===== config.mk =====
export PLATFORM = sky130hd
export DESIGN_NAME = snapshot_uploader_flat
export DESIGN_NICKNAME = d
export VERILOG_FILES = /design/src/rtl/snapshot_uploader_if.sv /design/src/rtl/snapshot_uploader.sv /design/src/flat_wrapper.sv
export SDC_FILE = /design/constraint.sdc
export NUM_CORES = 1
export LEC_CHECK = 0
export ABC_AREA = 0
export BUFFER_PORTS_ARGS = -buffer_cell sky130_fd_sc_hd__buf_2
export CORE_MARGIN = 2
export CORE_UTILIZATION = 50
export DETAILED_ROUTE_END_ITERATION = 10
export PLACE_DENSITY = 0.77
export SLEW_MARGIN = 20
export SYNTH_ARGS = -nofsm -noshare
export SYNTH_HDL_FRONTEND = slang
export SYNTH_SLANG_ARGS = --single-unit

===== constraint.sdc =====
create_clock -name clk_sys -period 4.9 [get_ports clk_sys]
set_input_delay 0.245 -clock clk_sys [delete_from_list [all_inputs] [get_ports clk_sys]]
set_output_delay 0.245 -clock clk_sys [all_outputs]
set_load 0.05 [all_outputs]

===== src/rtl/snapshot_uploader_if.sv =====
// Upload-path bundle: hps_io upload handshake plus the SDRAM read port.
// The uploader takes the slave view; hps_io and the SDRAM mux take the master view.
interface snapshot_uploader_if;
   logic        ioctl_upload;
   logic        ioctl_rd;
   logic [24:0] ioctl_addr;
   logic [7:0]  ioctl_din;
   logic        ioctl_wait;
   logic        mem_rd;
   logic [22:0] mem_addr;
   logic [1:0]  mem_bank;
   logic [7:0]  mem_dout;

   modport master (
      output ioctl_upload, ioctl_rd, ioctl_addr, mem_dout,
      input  ioctl_din, ioctl_wait, mem_rd, mem_addr, mem_bank
   );

   modport slave (
      input  ioctl_upload, ioctl_rd, ioctl_addr, mem_dout,
      output ioctl_din, ioctl_wait, mem_rd, mem_addr, mem_bank
   );
endinterface


===== src/rtl/snapshot_uploader.sv =====
// Snapshot uploader: serves hps_io upload reads from SDRAM using ce_ref slots,
// holds the machine in reset while an upload session is open, and keeps a
// running byte count and checksum for the session.
module snapshot_uploader #(
   parameter logic [22:0] BASE = 23'h000000,
   parameter int          LEN  = 131072
) (
   input  logic                clk_sys,
   input  logic                reset,
   input  logic                ce_ref,
   input  logic [1:0]          bank,
   snapshot_uploader_if.slave  io,
   output logic                hold,
   output logic [17:0]         byte_cnt,
   output logic [7:0]          checksum
);

   typedef enum logic [1:0] {IDLE, REQ, READ} state_t;

   // Offsets at or beyond this limit are answered with 8'hFF without touching SDRAM.
   localparam logic [25:0] LEN_LIM = 26'(LEN);

   state_t      state_q;
   logic [7:0]  din_q;
   logic        wait_q;
   logic        mem_rd_q;
   logic [22:0] mem_addr_q;
   logic [1:0]  mem_bank_q;
   logic        upload_q;
   logic [17:0] cnt_q;
   logic [7:0]  cks_q;

   logic        upload_rise;
   logic        oor;
   logic [17:0] cnt_d;
   logic [7:0]  cks_d;

   // Byte counter stops at all-ones instead of wrapping.
   function automatic logic [17:0] sat_inc(input logic [17:0] v);
      return (&v) ? v : v + 18'd1;
   endfunction

   // A new session starts the counters from zero; otherwise they carry on.
   always_comb begin
      upload_rise = io.ioctl_upload & ~upload_q;
      oor         = {1'b0, io.ioctl_addr} >= LEN_LIM;
      cnt_d       = upload_rise ? 18'd0 : cnt_q;
      cks_d       = upload_rise ? 8'd0  : cks_q;
   end

   // Request FSM: IDLE accepts a read, REQ waits for a slot, READ holds mem_rd for one slot.
   always_ff @(posedge clk_sys) begin
      if (reset) begin
         state_q    <= IDLE;
         din_q      <= 8'd0;
         wait_q     <= 1'b0;
         mem_rd_q   <= 1'b0;
         mem_addr_q <= 23'd0;
         mem_bank_q <= 2'd0;
         upload_q   <= 1'b0;
         cnt_q      <= 18'd0;
         cks_q      <= 8'd0;
      end else begin
         upload_q <= io.ioctl_upload;
         cnt_q    <= cnt_d;
         cks_q    <= cks_d;
         case (state_q)
            IDLE: begin
               if (io.ioctl_rd && io.ioctl_upload) begin
                  if (!oor) begin
                     mem_addr_q <= BASE + io.ioctl_addr[22:0];
                     mem_bank_q <= bank;
                     wait_q     <= 1'b1;
                     state_q    <= REQ;
                  end else begin
                     din_q <= 8'hFF;
                     cnt_q <= sat_inc(cnt_d);
                     cks_q <= cks_d + 8'hFF;
                  end
               end
            end
            REQ: begin
               if (!io.ioctl_upload) begin
                  wait_q   <= 1'b0;
                  mem_rd_q <= 1'b0;
                  state_q  <= IDLE;
               end else if (ce_ref) begin
                  mem_rd_q <= 1'b1;
                  state_q  <= READ;
               end
            end
            READ: begin
               if (!io.ioctl_upload) begin
                  wait_q   <= 1'b0;
                  mem_rd_q <= 1'b0;
                  state_q  <= IDLE;
               end else if (ce_ref) begin
                  din_q    <= io.mem_dout;
                  mem_rd_q <= 1'b0;
                  wait_q   <= 1'b0;
                  cnt_q    <= sat_inc(cnt_d);
                  cks_q    <= cks_d + io.mem_dout;
                  state_q  <= IDLE;
               end
            end
            default: state_q <= IDLE;
         endcase
      end
   end

   assign io.ioctl_din  = din_q;
   assign io.ioctl_wait = wait_q;
   assign io.mem_rd     = mem_rd_q;
   assign io.mem_addr   = mem_addr_q;
   assign io.mem_bank   = mem_bank_q;
   assign hold          = upload_q;
   assign byte_cnt      = cnt_q;
   assign checksum      = cks_q;

endmodule

===== src/flat_wrapper.sv =====
// flat-port wrapper written by rule: the top's interface ports become plain ports
module snapshot_uploader_flat 
#(
   parameter logic [22:0] BASE = 23'h000000,
   parameter int          LEN  = 131072
)
  (clk_sys, reset, ce_ref, bank, hold, byte_cnt, checksum, io_ioctl_upload, io_ioctl_rd, io_ioctl_addr, io_mem_dout, io_ioctl_din, io_ioctl_wait, io_mem_rd, io_mem_addr, io_mem_bank);
  snapshot_uploader_if io_i ();
  input  logic clk_sys;
  input  logic reset;
  input  logic ce_ref;
  input  logic [1:0] bank;
  output logic hold;
  output logic [17:0] byte_cnt;
  output logic [7:0] checksum;
  input wire logic [$bits(io_i.ioctl_upload)-1:0] io_ioctl_upload;
  input wire logic [$bits(io_i.ioctl_rd)-1:0] io_ioctl_rd;
  input wire logic [$bits(io_i.ioctl_addr)-1:0] io_ioctl_addr;
  input wire logic [$bits(io_i.mem_dout)-1:0] io_mem_dout;
  output wire logic [$bits(io_i.ioctl_din)-1:0] io_ioctl_din;
  output wire logic [$bits(io_i.ioctl_wait)-1:0] io_ioctl_wait;
  output wire logic [$bits(io_i.mem_rd)-1:0] io_mem_rd;
  output wire logic [$bits(io_i.mem_addr)-1:0] io_mem_addr;
  output wire logic [$bits(io_i.mem_bank)-1:0] io_mem_bank;
  assign io_i.ioctl_upload = io_ioctl_upload;
  assign io_i.ioctl_rd = io_ioctl_rd;
  assign io_i.ioctl_addr = io_ioctl_addr;
  assign io_i.mem_dout = io_mem_dout;
  assign io_ioctl_din = io_i.ioctl_din;
  assign io_ioctl_wait = io_i.ioctl_wait;
  assign io_mem_rd = io_i.mem_rd;
  assign io_mem_addr = io_i.mem_addr;
  assign io_mem_bank = io_i.mem_bank;
  snapshot_uploader #(.BASE(BASE), .LEN(LEN)) u_core (.clk_sys(clk_sys), .reset(reset), .ce_ref(ce_ref), .bank(bank), .io(io_i), .hold(hold), .byte_cnt(byte_cnt), .checksum(checksum));
endmodule

==> qor.yml, run 1 <==
placed_design:
  numPortBuffers: 101
  dpl_cell_area_sq_um: 4140
  place_congestion: 0.880
  dpl_worst_slack_ps: 1670
  dpl.hpwl_um: 6910
sta:
  clock_skew_ps: 9.17
  fmax_ghz: 0.300
  finalCritPeriodShare: 0.679
  worstMarginPinSlew_ps: 916
  finalCriticalPeriod_ps: 3330
  worst_slack_ps: 1570
  finalMaxSlewViolations: 0
  rsz0062_at_grt: "false"
  final.setup.tns_ps: 0
  hold_violations: 0
  setup_viol: 0
  slew_headroom: 0.387
cts:
  cts_tree: "built"
  post_cts.repair.setup_buffers: 0
  numCtsBuffers: 9
  postCtsHoldBufs: 0
  clkTransAtPathRegs_ps: 80
  cts.sinks: 64
  ctsResizeCount: 0
  clock_latency_ps: 350
  cts-root-buf: "clkbuf_8"
  clockBufferDepth: 2
  htreeDepth: 3
yosys:
  synth-seq-cells: 64
  syn_inst: 480
  synth.avg_cell_area_sq_um: 7.54
  synthesis.area_sq_um: 3620
  syn-num-nets: 528
  synth_top_flop_cell: "dfxtp_1"
  synth_cell_types: 57
  synth_edf_count: 0
  ys_seq_area_frac: 0.354
  synthArstFlopShare: 0
  yosys_warnings: 0
detailed_routing:
  viasPerCell: 5.83
  wl_per_cell_um: 14.9
  drt_wl_total_um: 9970
  dr.pass1.iters: 6
  num_vias: 3898
  drtIter0Drc: 258
  drc: 0
  ant_nets: 0
setup_path:
  endpoint_kind: "register"
  path_class: "register to register"
  critical_path.startpoint: "u_core.hold"
  r2r_start: "u_core.hold"
  reg2reg_slack_ps: 1570
  cp_slowest_cell: "nand2b_1"
  cp_num_buf_inv: 1
  r2r-end: "u_core.checksum[6]"
  worstSetupStartpointType: "register"
  cpLargestDelayFamily: "simple AND/OR/NAND/NOR gates"
  cp_data_arrival_time_ps: 3540
  crit_end: "u_core.checksum[6]"
  r2r_cells: 12
  cp.required_ps: 5110
  crit_chain: "nand2b_1 -> nand2_1 -> inv_1 -> ha_1 -> ha_1 -> a21oi_1 -> nor3b_1 -> o31a_1 -> o2111ai_1 -> and4_1 -> o21ai_0 -> a21oi_1"
  cp_max_fo: 23
  max_stage_delay_ps: 700
  cp.depth: 12
global_route:
  antenna_found_initial: 0
  grt_use_total: 0.250
  grt_max_degree: 60
  grt_pass1_wl_um: 15800
  overflow: 0
  grt_pass1_vias: 3428
layout:
  area_delta_synth_final_pct: 20.7
  multi_input_area_sq_um: 2140
  n_antenna_cell: 0
  fin_area_sq_um: 4370
  final_util: 0.612
  nNetsFinal: 613
  nFillCells: 695
  regArea_sq_um: 1280
  drive_gt1_frac: 0.223
power:
  p_leak_nw: 1.84
  peakVddDrop_mv: 0.195
  p_per_area_nw_per_um2: 283
  power.total_mw: 1.24
run_status:
  run_status: "finished clean"
floorplanning:
  core.rowCount: 31
  die_h_um: 89.1
  start_util: 0.507
  coreArea_sq_um: 7140
  die_area_sq_um: 7940
  die_x_um: 89.1
  io_pins: 102
min_path:
  hold_path.class: "primary input to register"
run:
  max-cap-violations: 0
[through the flow]
step           hold WS [ps]  std cells
6_report                121        669
5_1_grt                 123        669
4_1_cts                 112        669
3_5_place_dp            445        653
3_3_place_gp            439        653
2_1_floorplan           381        480
[cell usage in the layout (no fill, tap or decap), types with 3 or more instances in the layout]
| cell type | instances |
|---|---|
| a211oi_1 | 7 |
| a21o_1 | 3 |
| a21oi_1 | 53 |
| a221oi_1 | 4 |
| a311oi_1 | 9 |
| a31oi_1 | 16 |
| a32oi_1 | 3 |
| and2_1 | 9 |
| and3_1 | 13 |
| and4_1 | 4 |
| buf_2 | 101 |
| clkbuf_8 | 9 |
| clkinv_4 | 3 |
| dfxtp_1 | 64 |
| ha_1 | 8 |
| inv_1 | 19 |
| nand2_1 | 81 |
| nand3_1 | 15 |
| nand4_1 | 7 |
| nor2_1 | 34 |
| nor2b_1 | 3 |
| nor3_1 | 12 |
| nor4_1 | 5 |
| o211ai_1 | 4 |
| o21ai_0 | 25 |
| o22ai_1 | 5 |
| xnor2_1 | 10 |
[metal layers]
| layer | routed length (um) | GRT usage | share of wire | up-vias |
|---|---|---|---|---|
| li1 | - | - | - | 1918 |
| met5 | 0 | 0 | 0 | - |
| met3 | 636 | 0.0637 | 0.064 | 21 |
| met1 | 4420 | 0.326 | 0.44 | 1811 |
| met2 | 4720 | 0.395 | 0.47 | 148 |
| met4 | 191 | 0.100 | 0.019 | 0 |
[power by group]
group,switching (mW),internal (mW)
clock network,0.233,0.292
logic,0.115,0.0535
registers,0.0114,0.530
[synthesized netlist by cell type, drive strengths merged (2+ instances only)]
cell type  count  share of area
clkbuf        22          0.023
and4           4         0.0097
nor4           7          0.020
a31oi         16          0.028
buf            7          0.011
or3            3         0.0066
o2111ai        2         0.0048
a32oi          3         0.0073
a21boi         2         0.0041
o21ai         25          0.035
a41oi          2         0.0048
o21a           2         0.0041
and2           9          0.016
a221oi         4         0.0097
nand3b         2         0.0041
nand3         15          0.021
and3          13          0.022
o211ai         4         0.0083
o22ai          5         0.0086
nor2          35          0.037
nor2b          4         0.0090
a21oi         53          0.073
dfxtp         64           0.35
a211oi         9          0.021
a22oi          2         0.0041
o31a           2         0.0048
a311oi         9          0.022
nand2         82          0.086
inv           19          0.020
ha             8          0.028
nand4          7          0.012
nor3          12          0.017
xnor2         10          0.024
a21o           3         0.0062
[logic make-up (layout without fill, tap and decap cells)]
family          count (synthesis)  in the layout  synth area share
flops                          64             64             0.354
buf+inv                        48            138            0.0539
mux                             1              1           0.00277
fa+ha+maj                       9              9            0.0304
simple gates                  198            198             0.272
xor+xnor                       11             11            0.0266
compound gates                149            149             0.261
[area by class of cell]
class / count / share of cell area
multi-input combinational: 368 / 0.491
sequential: 64 / 0.293
timing repair buffer: 103 / 0.119
clock buffer: 9 / 0.0284
tap: 99 / 0.0284
clock inverter: 7 / 0.0241
inverter: 19 / 0.0163
[how the worst min path moves through the flow]
stage / start / to / slack, ps / cells after the start
floorplan: io_ioctl_addr[0] / u_core.io.mem_addr[0] / 380 / 2
global placement: u_core.io.mem_addr[9] / u_core.io.mem_addr[9] / 440 / 2
detailed placement: u_core.io.mem_addr[4] / u_core.io.mem_addr[4] / 450 / 2
CTS: io_ioctl_addr[4] / u_core.io.mem_addr[4] / 110 / 3
global route: io_ioctl_addr[16] / u_core.io.mem_addr[16] / 120 / 3
finish: io_ioctl_addr[4] / u_core.io.mem_addr[4] / 120 / 3
[registers in the layout (all words and copies together) (netlist names)]
signal / count
u_core.io.mem_addr: 23
u_core.byte_cnt: 18
u_core.checksum: 8
u_core.io.ioctl_din: 8
u_core.io.mem_bank: 2
u_core.state_q: 2
u_core.hold: 1
u_core.io.ioctl_wait: 1
u_core.io.mem_rd: 1
[worst reg2reg max path, stage by stage (launching register included)]
cell and delay [ps]:
dfxtp_1 400, nand2b_1 700, nand2_1 250, inv_1 100, ha_1 240, ha_1 240
a21oi_1 70, nor3b_1 310, o31a_1 280, o2111ai_1 150, and4_1 230, o21ai_0 150
a21oi_1 80
Note: power is estimated with default switching activity, not from simulation.
==> run 2: changes to the inputs <==
CORE_UTILIZATION = 47   (was 50)
PLACE_DENSITY = 0.76   (was 0.77)
clock period = 2.73 ns   (was 4.9 ns; I/O delays follow)
==> run 2 against run 1 <==
Against the previous run: utilization down 1.8 points; worst hold slack worse by 100 ps; sequential share of layout area shrank 0.89 points; clock skew shrank 0.80 ps; critical endpoint is now u_core.byte_cnt[3]; largest power group unchanged; highest routed layer unchanged.
==> qor.yml, run 2 (synthesis gave the netlist of run 1 again) <==
sta:
  fmax_ghz: 0.394  # +31%
  worstMarginPinSlew_ps: 964  # +48.5 ps
  finalCriticalPeriod_ps: 2540  # -792 ps
  finalCritPeriodShare: 0.929  # +0.250
  hold_violations: 0  # unchanged
  rsz0062_at_grt: "true"
  finalMaxSlewViolations: 0  # unchanged
  slew_headroom: 0.355  # -0.0324
  clock_skew_ps: 8.37  # -0.795 ps
  hold_ws_ps: 20.0  # -101 ps
  setup_viol: 0  # unchanged
layout:
  final_common_cell: "buf_2"
  nNetsFinal: 626  # +2.1%
  layout.cells.non_filler: 685  # +2.4%
  nFillCells: 724  # +4.2%
  final_cell_mix: "buf_2, nand2_1, dfxtp_1"
  drive_gt1_frac: 0.256  # +0.0328
  n_antenna_cell: 0  # unchanged
  largest_reg_flops: 23  # unchanged
  area_delta_synth_final_pct: 24.9
floorplanning:
  io_pins: 102  # unchanged
  die_x_um: 91.8  # +3.0%
  start_util: 0.476  # -0.0314
  core.rowCount: 32  # +3.2%
  coreArea_sq_um: 7610  # +6.6%
  die_area_sq_um: 8420  # +6.1%
  die_h_um: 91.8  # +3.0%
cts:
  clockBufferDepth: 2  # unchanged
  numCtsBuffers: 9  # unchanged
  clkTransAtPathRegs_ps: 80  # about the same
  cts.sinks: 64  # unchanged
  postCtsHoldBufs: 0  # unchanged
  htreeDepth: 3  # unchanged
  cts-root-buf: "clkbuf_8"
  ctsResizeCount: 0  # unchanged
  post_cts.repair.setup_buffers: 0  # unchanged
  clock_latency_ps: 340  # about the same
  cts_tree: "built"
global_route:
  grt_pass1_vias: 3675  # +7.2%
  grt_max_degree: 59  # -1.7%
  overflow: 0  # unchanged
  grt_use_total: 0.238  # -0.0118
  grt_pass1_wl_um: 16600  # +5.1%
  antenna_found_initial: 0  # unchanged
setup_path:
  endpoint_kind: "register"
  cp_slowest_cell: "nor2_1"
  cp_data_arrival_time_ps: 2740  # -800 ps
  cp_max_fo: 15  # -35%
  max_stage_delay_ps: 760  # +60 ps
  worstSetupStartpointType: "register"
  r2r_start: "u_core.state_q[0]"
  critical_path.startpoint: "u_core.state_q[0]"
  path_class: "register to register"
  crit_chain: "inv_1 -> ha_1 -> inv_1 -> a211oi_2 -> nor2_1 -> o21ai_0 -> a32oi_1 -> nor2_1"
  cp.required_ps: 2940  # -2170 ps
detailed_routing:
  dr.pass1.iters: 5  # -1
  viasPerCell: 5.83  # +0.12%
  drtIter0Drc: 441  # +71%
  ant_nets: 0  # unchanged
  drt_wl_total_um: 10000  # +0.75%
  wl_per_cell_um: 14.7  # -1.6%
  drc: 0  # unchanged
  num_vias: 3996  # +2.5%
min_path:
  hold_path.class: "primary input to register"
  hold_path_startpoint: "io_ioctl_addr[4]"
run_status:
  run_status: "finished clean"
placed_design:
  place_congestion: 0.920  # +4.6%
  numPortBuffers: 101  # unchanged
  dp_cells: 669  # +2.5%
  dpl.hpwl_um: 7190  # +4.0%
run:
  max-cap-violations: 0  # unchanged
power:
  peakVddDrop_mv: 0.323  # +66%
  p_per_area_nw_per_um2: 483  # +71%
  p_leak_nw: 1.91  # +3.6%
run 2: where the power goes:
group / switching [mW] / internal (mW) / total (mW)
Sequential: 0.0216 / 0.951 / 0.972
Clock: 0.409 / 0.488 / 0.897
Combinational: 0.210 / 0.102 / 0.313
Total: 0.641 / 1.54 / 2.18
run 2: final timing paths:
check / end / slack, ps / cells past startpoint
hold reg to reg: u_core.io.mem_addr[12] / 450 / 2
setup / recovery: u_core.byte_cnt[3] / 190 / 8
hold / removal: u_core.io.mem_addr[4] / 20 / 3
setup reg to reg: u_core.byte_cnt[3] / 190 / 8
run 2: worst max-delay path: cells and delay by family, from the launching register on:
kind / cells / cell delay [ps]
buf+inv: 2 / 300
fa+ha+maj: 1 / 310
flops: 1 / 410
simple gates: 2 / 820
compound gates: 3 / 560
run 2: layout make-up:
type	count	area (sq um)	area share
clock inverter	6	75.1	0.0166
inverter	19	71.3	0.0158
timing repair buffer	116	618	0.137
sequential	64	1280	0.284
clock buffer	10	149	0.0329
tap	102	128	0.0282
multi-input combinational	368	2190	0.485
run 2: per-stage QoR:
| step | total power [mW] | setup WS, ps | util | area (sq um) | TNS (ps) |
|---|---|---|---|---|---|
| 5_1_grt | 2.27 | -44.7 | 0.594 | 4520 | -148 |
| 4_1_cts | 2.19 | 231 | 0.593 | 4510 | 0 |
| 2_1_floorplan | 1.22 | -37.9 | - | 3700 | -61.9 |
| 6_report | 2.18 | 193 | 0.594 | 4520 | 0 |
| 3_3_place_gp | 1.29 | 379 | 0.564 | 4290 | 0 |
| 3_5_place_dp | 1.30 | 261 | 0.564 | 4290 | 0 |
run 2: metal layers:
metal  GRT usage  up-vias  routed length, um
li1            -     1945                  -
met1       0.313     1822               4410
met2       0.381      199               4580
met3      0.0509       30                839
met4      0.0933        0                207
met5           0        -                  0
==> run 3: changes to the inputs <==
CORE_UTILIZATION = 50   (was 47)
PLACE_DENSITY = 0.77   (was 0.76)
clock period = 2.9 ns   (was 2.73 ns; I/O delays follow)
==> run 3 against run 2 <==
Against the previous run: critical path depth is 2 higher; combinational power is 7.0% lower; power is 6.1% lower; utilization is 2.8 points higher; largest power group unchanged; highest routed layer unchanged.
==> qor.yml, run 3 (synthesis gave the netlist of run 1 again) <==
sta:
  finalMaxSlewViolations: 0  # unchanged
  slew_headroom: 0.343  # -0.0119
  worstMarginPinSlew_ps: 982  # +17.7 ps
  final.setup.tns_ps: 0  # unchanged
  finalCritPeriodShare: 0.915  # -0.0140
  clock_skew_ps: 9.74  # +1.36 ps
  rsz0062_at_grt: "false"
  fmax_ghz: 0.377  # -4.4%
  finalCriticalPeriod_ps: 2650  # +118 ps
  worst_slack_ps: 245  # +52.5 ps
  hold_violations: 0  # unchanged
  setup_viol: 0  # unchanged
power:
  peakVddDrop_mv: 0.354  # +9.5%
  switching_share: 0.294  # about the same
  p_int_mw: 1.45  # -6.1%
  pwr-share-seq: 0.446  # about the same
  p_switching_mw: 0.602  # -6.2%
  p_leak_nw: 1.87  # -2.2%
  power.total_mw: 2.05  # -6.1%
  p_comb_frac: 0.142  # about the same
  p_per_area_nw_per_um2: 462  # -4.4%
  pwr-share-clk: 0.412  # about the same
min_path:
  hold_path.class: "primary input to register"
  hold_depth: 3  # unchanged
  hold_path_startpoint: "io_ioctl_addr[8]"
  min_to: "u_core.io.mem_addr[8]"
layout:
  regArea_sq_um: 1280  # unchanged
  nFillCells: 686  # -5.2%
  area_delta_synth_final_pct: 22.6
  drive_gt1_frac: 0.241  # -0.0143
  multi_input_area_sq_um: 2180  # -0.63%
  nNetsFinal: 619  # -1.1%
  largest_reg_flops: 23  # unchanged
  n_antenna_cell: 0  # unchanged
  final_common_cell: "buf_2"
  final_cell_mix: "buf_2, nand2_1, dfxtp_1"
detailed_routing:
  drtIter0Drc: 342  # -22%
  drt_wl_total_um: 10100  # +0.17%
  drc: 0  # unchanged
  wl_per_cell_um: 14.9  # +1.7%
  ant_nets: 0  # unchanged
  num_vias: 3956  # -1.0%
  dr.pass1.iters: 7  # +2
  viasPerCell: 5.86  # +0.47%
setup_path:
  r2r_start: "u_core.hold"
  max_stage_delay_ps: 550  # -210 ps
  reg2reg_slack_ps: 250  # +50 ps
  cp_num_buf_inv: 1  # -1
  r2r_cells: 10  # +2
  cp_data_arrival_time_ps: 2920  # +180 ps
  cp_slowest_cell: "nor4_4"
  crit_chain: "nand2b_4 -> nand2_1 -> inv_1 -> ha_2 -> nand4_1 -> nor4_4 -> nand2_2 -> a41oi_2 -> o21ai_0 -> a211oi_2"
  path_class: "register to register"
  endpoint_kind: "register"
  cp_max_fo: 12  # -3
  worstSetupStartpointType: "register"
  cpLargestDelayFamily: "simple AND/OR/NAND/NOR gates"
  r2r-end: "u_core.byte_cnt[13]"
  cp.required_ps: 3160  # +220 ps
global_route:
  overflow: 0  # unchanged
  antenna_found_initial: 0  # unchanged
  grt_pass1_vias: 3441  # -6.4%
  grt_max_degree: 59  # unchanged
  grt_pass1_wl_um: 15900  # -4.2%
  grt_use_total: 0.252  # +0.0139
placed_design:
  dpl_worst_slack_ps: 197  # -63.5 ps
  place_congestion: 0.904  # -1.8%
  numPortBuffers: 101  # unchanged
  dpl.hpwl_um: 6940  # -3.5%
run:
  max-cap-violations: 0  # unchanged
run_status:
  run_status: "finished clean"
floorplanning:
  coreArea_sq_um: 7140  # -6.2%
  die_area_sq_um: 7940  # -5.7%
  die_h_um: 89.1  # -2.9%
  start_util: 0.507  # +0.0314
  io_pins: 102  # unchanged
  core.rowCount: 31  # -3.1%
  die_x_um: 89.1  # -2.9%
cts:
  htreeDepth: 3  # unchanged
  clock_latency_ps: 350  # about the same
  clockBufferDepth: 2  # unchanged
  clkTransAtPathRegs_ps: 80  # about the same
  cts_tree: "built"
  cts.sinks: 64  # unchanged
  numCtsBuffers: 9  # unchanged
  post_cts.repair.setup_buffers: 0  # unchanged
  cts-root-buf: "clkbuf_8"
[run 3: changes by cell type in the layout (fill, tap and decap cells not counted), sizes merged]
| cell | before | now |
|---|---|---|
| buf | 116 | 108 |
| clkinv | 3 | 0 |
| clkinvlp | 1 | 2 |
| inv | 20 | 22 |
| nand2b | 1 | 2 |
[run 3: area by class of cell]
cell class / instances / area share
clock buffers: 10 / 0.0335
clock inverters: 6 / 0.0161
inverters: 19 / 0.0161
multi-input cells: 369 / 0.491
flip-flops and latches: 64 / 0.290
well taps: 99 / 0.0279
repair buffers: 108 / 0.126
[run 3: power groups by stage]
stage               clock network (mW)  registers (mW)  logic, mW
floorplan                            0           0.986      0.157
global placement                     0           0.934      0.280
detailed placement                   0           0.934      0.284
CTS                              0.857           0.914      0.285
global route                     0.893           0.918      0.315
finish                           0.844           0.915      0.291
[run 3: per-layer routing]
layer | global-route usage | share of wire | up-vias
li1 | - | - | 1934
met1 | 0.335 | 0.45 | 1820
met2 | 0.385 | 0.45 | 188
met3 | 0.0693 | 0.089 | 14
met4 | 0.106 | 0.013 | 0
met5 | 0 | 0 | -
[run 3: how the worst max path moves through the flow]
stage                      from                  end  slack (ps)  cells past startpoint
finish              u_core.hold  u_core.byte_cnt[13]         250                     10
global route        u_core.hold   u_core.checksum[6]          50                     12
CTS                 u_core.hold   u_core.checksum[6]         180                     12
detailed placement  u_core.hold   u_core.checksum[6]         200                     12
global placement    u_core.hold  u_core.byte_cnt[13]         290                     10
floorplan           u_core.hold  u_core.byte_cnt[13]          10                     13
[run 3: timing repair]
item                                    4_1_cts  5_1_grt
gates resized for setup                       0        2
hold endpoints to repair                      0        0
hold buffers                                  0        0
endpoints found under the setup margin        0        2
[run 3: worst register-to-register path, cell delays in order (launching register included)]
cell	delay [ps]
dfxtp_4	380
nand2b_4	210
nand2_1	130
inv_1	100
ha_2	210
nand4_1	220
nor4_4	550
nand2_2	240
a41oi_2	240
o21ai_0	120
a211oi_2	180
[run 3: per-stage QoR]
stage	util	cell area, sq um	std cells	hold WS, ps
2_1_floorplan	-	3670	480	281
3_3_place_gp	0.588	4200	658	384
3_5_place_dp	0.588	4200	658	391
4_1_cts	0.619	4420	674	17.7
5_1_grt	0.622	4440	675	26.2
6_report	0.622	4440	675	30.7
